`config.mk`:
```
export PLATFORM = sky130hd
export DESIGN_NAME = vend_sequencer
export DESIGN_NICKNAME = d
export VERILOG_FILES = /design/src/rtl/vend_sequencer.sv
export SDC_FILE = /design/constraint.sdc
export NUM_CORES = 1
export LEC_CHECK = 0
export BUFFER_PORTS_ARGS = -buffer_cell sky130_fd_sc_hd__buf_4
export CAP_MARGIN = 20
export CORE_AREA = 2 2 69 71
export CTS_BUF_LIST = sky130_fd_sc_hd__clkbuf_2 sky130_fd_sc_hd__clkbuf_4 sky130_fd_sc_hd__clkbuf_8
export DETAILED_ROUTE_END_ITERATION = 16
export DIE_AREA = 0 0 71 73
export MAX_ROUTING_LAYER = met4
export PLACE_DENSITY_LB_ADDON = 0.1
export SYNTH_ARGS = -nofsm -noshare
export SYNTH_HDL_FRONTEND = slang
export SYNTH_SLANG_ARGS = --single-unit
```
`constraint.sdc`:
```
create_clock -name clk -period 4.38 [get_ports clk]
set_input_delay 0.438 -clock clk [delete_from_list [all_inputs] [get_ports clk]]
set_output_delay 0.438 -clock clk [all_outputs]
set_load 0.01 [all_outputs]
```
`src/rtl/vend_sequencer.sv`:
```
// Sequenced vending controller: coin credit, price-checked vend, dispenser handshake, 5-unit change train.
// Optional VEND_CANCEL_EN adds a cancel input that refunds the whole credit from COLLECT.
module vend_sequencer #(
    parameter int PRICE       = 15,
    parameter int MAX_CREDIT  = 35,
    parameter int CREDIT_W    = 6,
    parameter int ACK_TIMEOUT = 15
) (
    input  logic                clk,
    input  logic                rstn,
    input  logic [1:0]          coin,
    input  logic                sel,
    input  logic                disp_ack,
`ifdef VEND_CANCEL_EN
    input  logic                cancel,
`endif
    output logic                disp_req,
    output logic                change_pulse,
    output logic                reject,
    output logic [CREDIT_W-1:0] credit,
    output logic                busy,
    output logic                fault
);
    typedef enum logic [2:0] {
        IDLE     = 3'd0,
        COLLECT  = 3'd1,
        DISPENSE = 3'd2,
        CHANGE   = 3'd3,
        FAULT    = 3'd4
    } state_t;

    localparam int TMO_W = $clog2(ACK_TIMEOUT + 1);
    localparam logic [CREDIT_W-1:0] PRICE_C  = CREDIT_W'(PRICE);
    localparam logic [CREDIT_W-1:0] FIVE_C   = CREDIT_W'(5);
    localparam logic [CREDIT_W:0]   MAX_C    = (CREDIT_W + 1)'(MAX_CREDIT);
    localparam logic [TMO_W-1:0]    TMO_LAST = TMO_W'(ACK_TIMEOUT - 1);

    state_t             state;
    logic [TMO_W-1:0]   tmo;
    logic               cancel_req;
    logic               accepting;
    logic               coin_ok;
    logic [CREDIT_W:0]  coin_val;
    logic [CREDIT_W:0]  coin_sum;
    logic [CREDIT_W-1:0] add_credit;

`ifdef VEND_CANCEL_EN
    assign cancel_req = cancel;
`else
    assign cancel_req = 1'b0;
`endif

    always_comb begin
        coin_val = '0;
        case (coin)
            2'b01:   coin_val = (CREDIT_W + 1)'(5);
            2'b10:   coin_val = (CREDIT_W + 1)'(10);
            default: coin_val = '0;
        endcase
        accepting  = (state == IDLE) || (state == COLLECT);
        coin_sum   = {1'b0, credit} + coin_val;
        coin_ok    = accepting && (coin == 2'b01 || coin == 2'b10) && (coin_sum <= MAX_C);
        add_credit = coin_ok ? coin_sum[CREDIT_W-1:0] : credit;
    end

    always_ff @(posedge clk or negedge rstn) begin
        if (!rstn) begin
            state        <= IDLE;
            credit       <= '0;
            disp_req     <= 1'b0;
            change_pulse <= 1'b0;
            reject       <= 1'b0;
            busy         <= 1'b0;
            fault        <= 1'b0;
            tmo          <= '0;
        end else begin
            reject       <= (coin != 2'b00) && !coin_ok;
            change_pulse <= 1'b0;
            case (state)
                IDLE, COLLECT: begin
                    if (state == COLLECT && cancel_req) begin
                        // Refund includes any coin accepted this cycle; first pulse goes out immediately.
                        state        <= CHANGE;
                        credit       <= add_credit - FIVE_C;
                        change_pulse <= 1'b1;
                        busy         <= 1'b1;
                    end else if (state == COLLECT && sel && credit >= PRICE_C) begin
                        state    <= DISPENSE;
                        credit   <= add_credit - PRICE_C;
                        disp_req <= 1'b1;
                        busy     <= 1'b1;
                        tmo      <= '0;
                    end else begin
                        credit <= add_credit;
                        state  <= (add_credit == '0) ? IDLE : COLLECT;
                    end
                end
                DISPENSE: begin
                    if (disp_ack) begin
                        disp_req <= 1'b0;
                        tmo      <= '0;
                        if (credit != '0) begin
                            state        <= CHANGE;
                            credit       <= credit - FIVE_C;
                            change_pulse <= 1'b1;
                        end else begin
                            state <= IDLE;
                            busy  <= 1'b0;
                        end
                    end else if (tmo == TMO_LAST) begin
                        disp_req <= 1'b0;
                        fault    <= 1'b1;
                        state    <= FAULT;
                    end else begin
                        tmo <= tmo + 1'b1;
                    end
                end
                CHANGE: begin
                    // Credit drops together with each pulse, so a high pulse with zero credit ends the train.
                    if (change_pulse) begin
                        if (credit == '0) begin
                            state <= IDLE;
                            busy  <= 1'b0;
                        end
                    end else begin
                        credit       <= credit - FIVE_C;
                        change_pulse <= 1'b1;
                    end
                end
                FAULT: begin
                    state <= FAULT;
                end
                default: begin
                    state <= IDLE;
                    busy  <= 1'b0;
                end
            endcase
        end
    end
endmodule

```
==> results.tsv <==
metric	value	unit
critical_path.top_delay_family	compound AO/OA/AOI/OAI gates	
ant_nets	0	
design.core.area	0.00454	sq mm
cp.required	4.52	ns
startpoint	credit[1]	
max_slew.worst_pin.slew	0.503	ns
min_period_over_period	0.806	
hold_class	input pin to async pin	
grt_pass1_wl	7470	um
holdBufCountCts	0	
synth_nets	234	
placementRows	25	
clk_latency	0.26	ns
routedWlPerCell	15.1	um
syn2layout_area_growth	14.1	%
ys_types	50	
rsz0062_at_grt	no	
syn-cell-area	0.00172	sq mm
cts-buffers-inserted	3	
slew_viol_final	0	
initial_utilization	0.378	
reg2reg_to	credit[1]	
crit_buf_inv	2	
grt_use_total	0.188	
synth-edff-count	0	
final_common_cell	nand2_1	
num-nets-final	251	
hpwlAfterDp	3330	um
powerDensity	699	mW/mm^2
grt-ovfl-total	0	
dieHeight	73	um
drt_pass1_iterations	4	
vdd_drop_max	0.270	mV
skew	0.00335	ns
slew_headroom	0.664	
slowest_stage	dfrtp_1	
tritoncts	yes	
critical_path_depth	14	
fmax	0.283	GHz
grt_max_degree	19	
drive_gt1_frac	0.156	
first_global_vias	1535	
layout.cells.non_filler	285	
period_needed	3.53	ns
worstSetupEndpoint	credit[1]	
drc	0	
final_cell_mix	28 x nand2_1, 20 x buf_4, 19 x nor2_1, 18 x dfrtp_1, 14 x o21ai_0	
path_class	flop to flop	
max_cap_violations	0	
ys_seq_elements	18	
gp_congestion	0.843	
reg2reg_depth	14	
clk_pin_slew	0.07	ns
hold_viol_final	0	
ios	17	
clockBufferDepth	2	
p_leak	0.900	nW
crit_chain	xnor2_2, inv_1, ha_1, a21oi_2, xor2_2, nor4_1, or3b_1, o21ai_4, mux2i_1, inv_1, ha_1, nor2_1, a21oi_1, a221o_1	
startpoint_type	flop	
clock-sinks	18	
fp.dieArea	0.00518	sq mm
ff_latch_area	450	sq um
critPathMaxFanout	11	
cts_setup_buffers	0	
setup-violations-final	0	
slowest_delay	0.65	ns
antennaDiodeCount	0	
synthCells	215	
portBuffers	16	
end_kind	flop	
r2r-start	credit[1]	
nFillCells	449	
synth-seq-area-share	0.263	
synth_flop_cell	dfrtp_1	
clock-root-buffer	clkbuf_8	
cts_resized	0	
fin_tns_setup	0	ns
yosys_warnings	0	
vias_per_cell	5.57	
regToRegSetupSlack	0.85	ns
dpl.cell_count	281	
die_w	71	um
antenna_found_initial	0	
drt_first_iter_violations	69	
wl	4320	um
via_count	1587	
crit_arrival	3.68	ns
multi_input_area	0.00118	sq mm
avgSynthCellArea	7.98	sq um
htree_levels	1	
synthArstFlopShare	1.00	
run_status	finished clean	
==> worst min path at each step <==
stage	cells after the start	slack, ns	end	start
after floorplan	0	0.14	busy	rstn
after global placement	1	0.33	fault	rstn
after detailed placement	1	0.33	tmo[1]	rstn
after CTS	1	0.05	state[1]	rstn
after global routing	1	0.05	tmo[1]	rstn
final	1	0.04	fault	rstn
==> sequential cells by signal, indices dropped and copies added (netlist names) <==
register	count
change_pulse	1
tmo	4
busy	1
reject	1
fault	1
state	3
disp_req	1
credit	6
==> where the power goes <==
| part | total, mW | switching [mW] | internal, mW | leakage, nW |
|---|---|---|---|---|
| logic | 0.874 | 0.493 | 0.381 | 0.653 |
| clock network | 0.141 | 0.0614 | 0.0800 | 0.0288 |
| registers | 0.352 | 0.123 | 0.229 | 0.218 |
| total | 1.37 | 0.677 | 0.690 | 0.900 |
==> metal layers <==
| layer | routed length (um) | global-route usage | up-vias |
|---|---|---|---|
| li1 | - | - | 800 |
| met1 | 1960 | 0.227 | 740 |
| met2 | 2120 | 0.325 | 39 |
| met3 | 159 | 0.0207 | 8 |
| met4 | 82 | 0.0692 | 0 |
| met5 | 0 | - | - |
==> stage by stage <==
stage / setup slack, ns / util / hold WS [ns] / cell area (sq um) / total power, mW
5_1_grt: 0.581 / 0.431 / 0.0520 / 1960 / 1.52
3_5_place_dp: 0.576 / 0.419 / 0.327 / 1900 / 1.23
2_1_floorplan: 0.788 / - / 0.142 / 1720 / 0.964
4_1_cts: 0.841 / 0.431 / 0.0480 / 1960 / 1.38
3_3_place_gp: 0.627 / 0.419 / 0.329 / 1900 / 1.24
6_report: 0.849 / 0.431 / 0.0414 / 1960 / 1.37
==> worst reg2reg max path, delay by kind of cell, from the launching register on <==
| kind | cells | cell delay [ns] |
|---|---|---|
| AOI/OAI and AO/OA | 4 | 0.70 |
| xor gates and xnor gates | 2 | 0.54 |
| muxes | 1 | 0.29 |
| buffers and inverters | 2 | 0.14 |
| and+or+nand+nor | 3 | 0.64 |
| adders and majority gates | 2 | 0.47 |
| DFF | 1 | 0.65 |
==> cells in the mapped netlist, types with 2 or more instances <==
library cell   n  area, sq um
nand2_1       28          105
nor2_1        19         71.3
dfrtp_1       18          450
o21ai_0       14         70.1
ha_1          13          163
inv_1         13         48.8
a21oi_1       12         60.1
nand3_1       11         55.1
clkbuf_1       7         26.3
mux2i_1        6         60.1
nor3_1         6         30.0
xnor2_1        6         52.6
a21o_1         4         30.0
a31oi_1        3         18.8
and2_1         3         18.8
mux2_2         3         33.8
nand2b_1       3         18.8
nand4b_1       3         26.3
o211ai_1       3         22.5
xor2_1         3         26.3
a211oi_1       2         15.0
and4_1         2         17.5
nor4_1         2         12.5
o22ai_1        2         12.5
o311ai_1       2         17.5
or2_2          2         12.5
xnor2_2        2         32.5
==> cell families after synthesis <==
group,after synthesis,synth area share
multiplexers,9,0.0547
AO/OA/AOI/OAI,56,0.223
adder cells (fa/ha/maj),13,0.0948
XOR/XNOR,12,0.0744
flip-flops,18,0.263
buffers and inverters,21,0.0467
AND/OR/NAND/NOR,86,0.244
==> final cells by class <==
type,instances,share of cell area
Clock buffer,4,0.0281
Inverter,13,0.0249
Multi-Input combinational cell,176,0.605
Sequential cell,18,0.230
Tap cell,54,0.0345
Timing Repair Buffer,20,0.0767
Power figures use the tool's default switching activity.
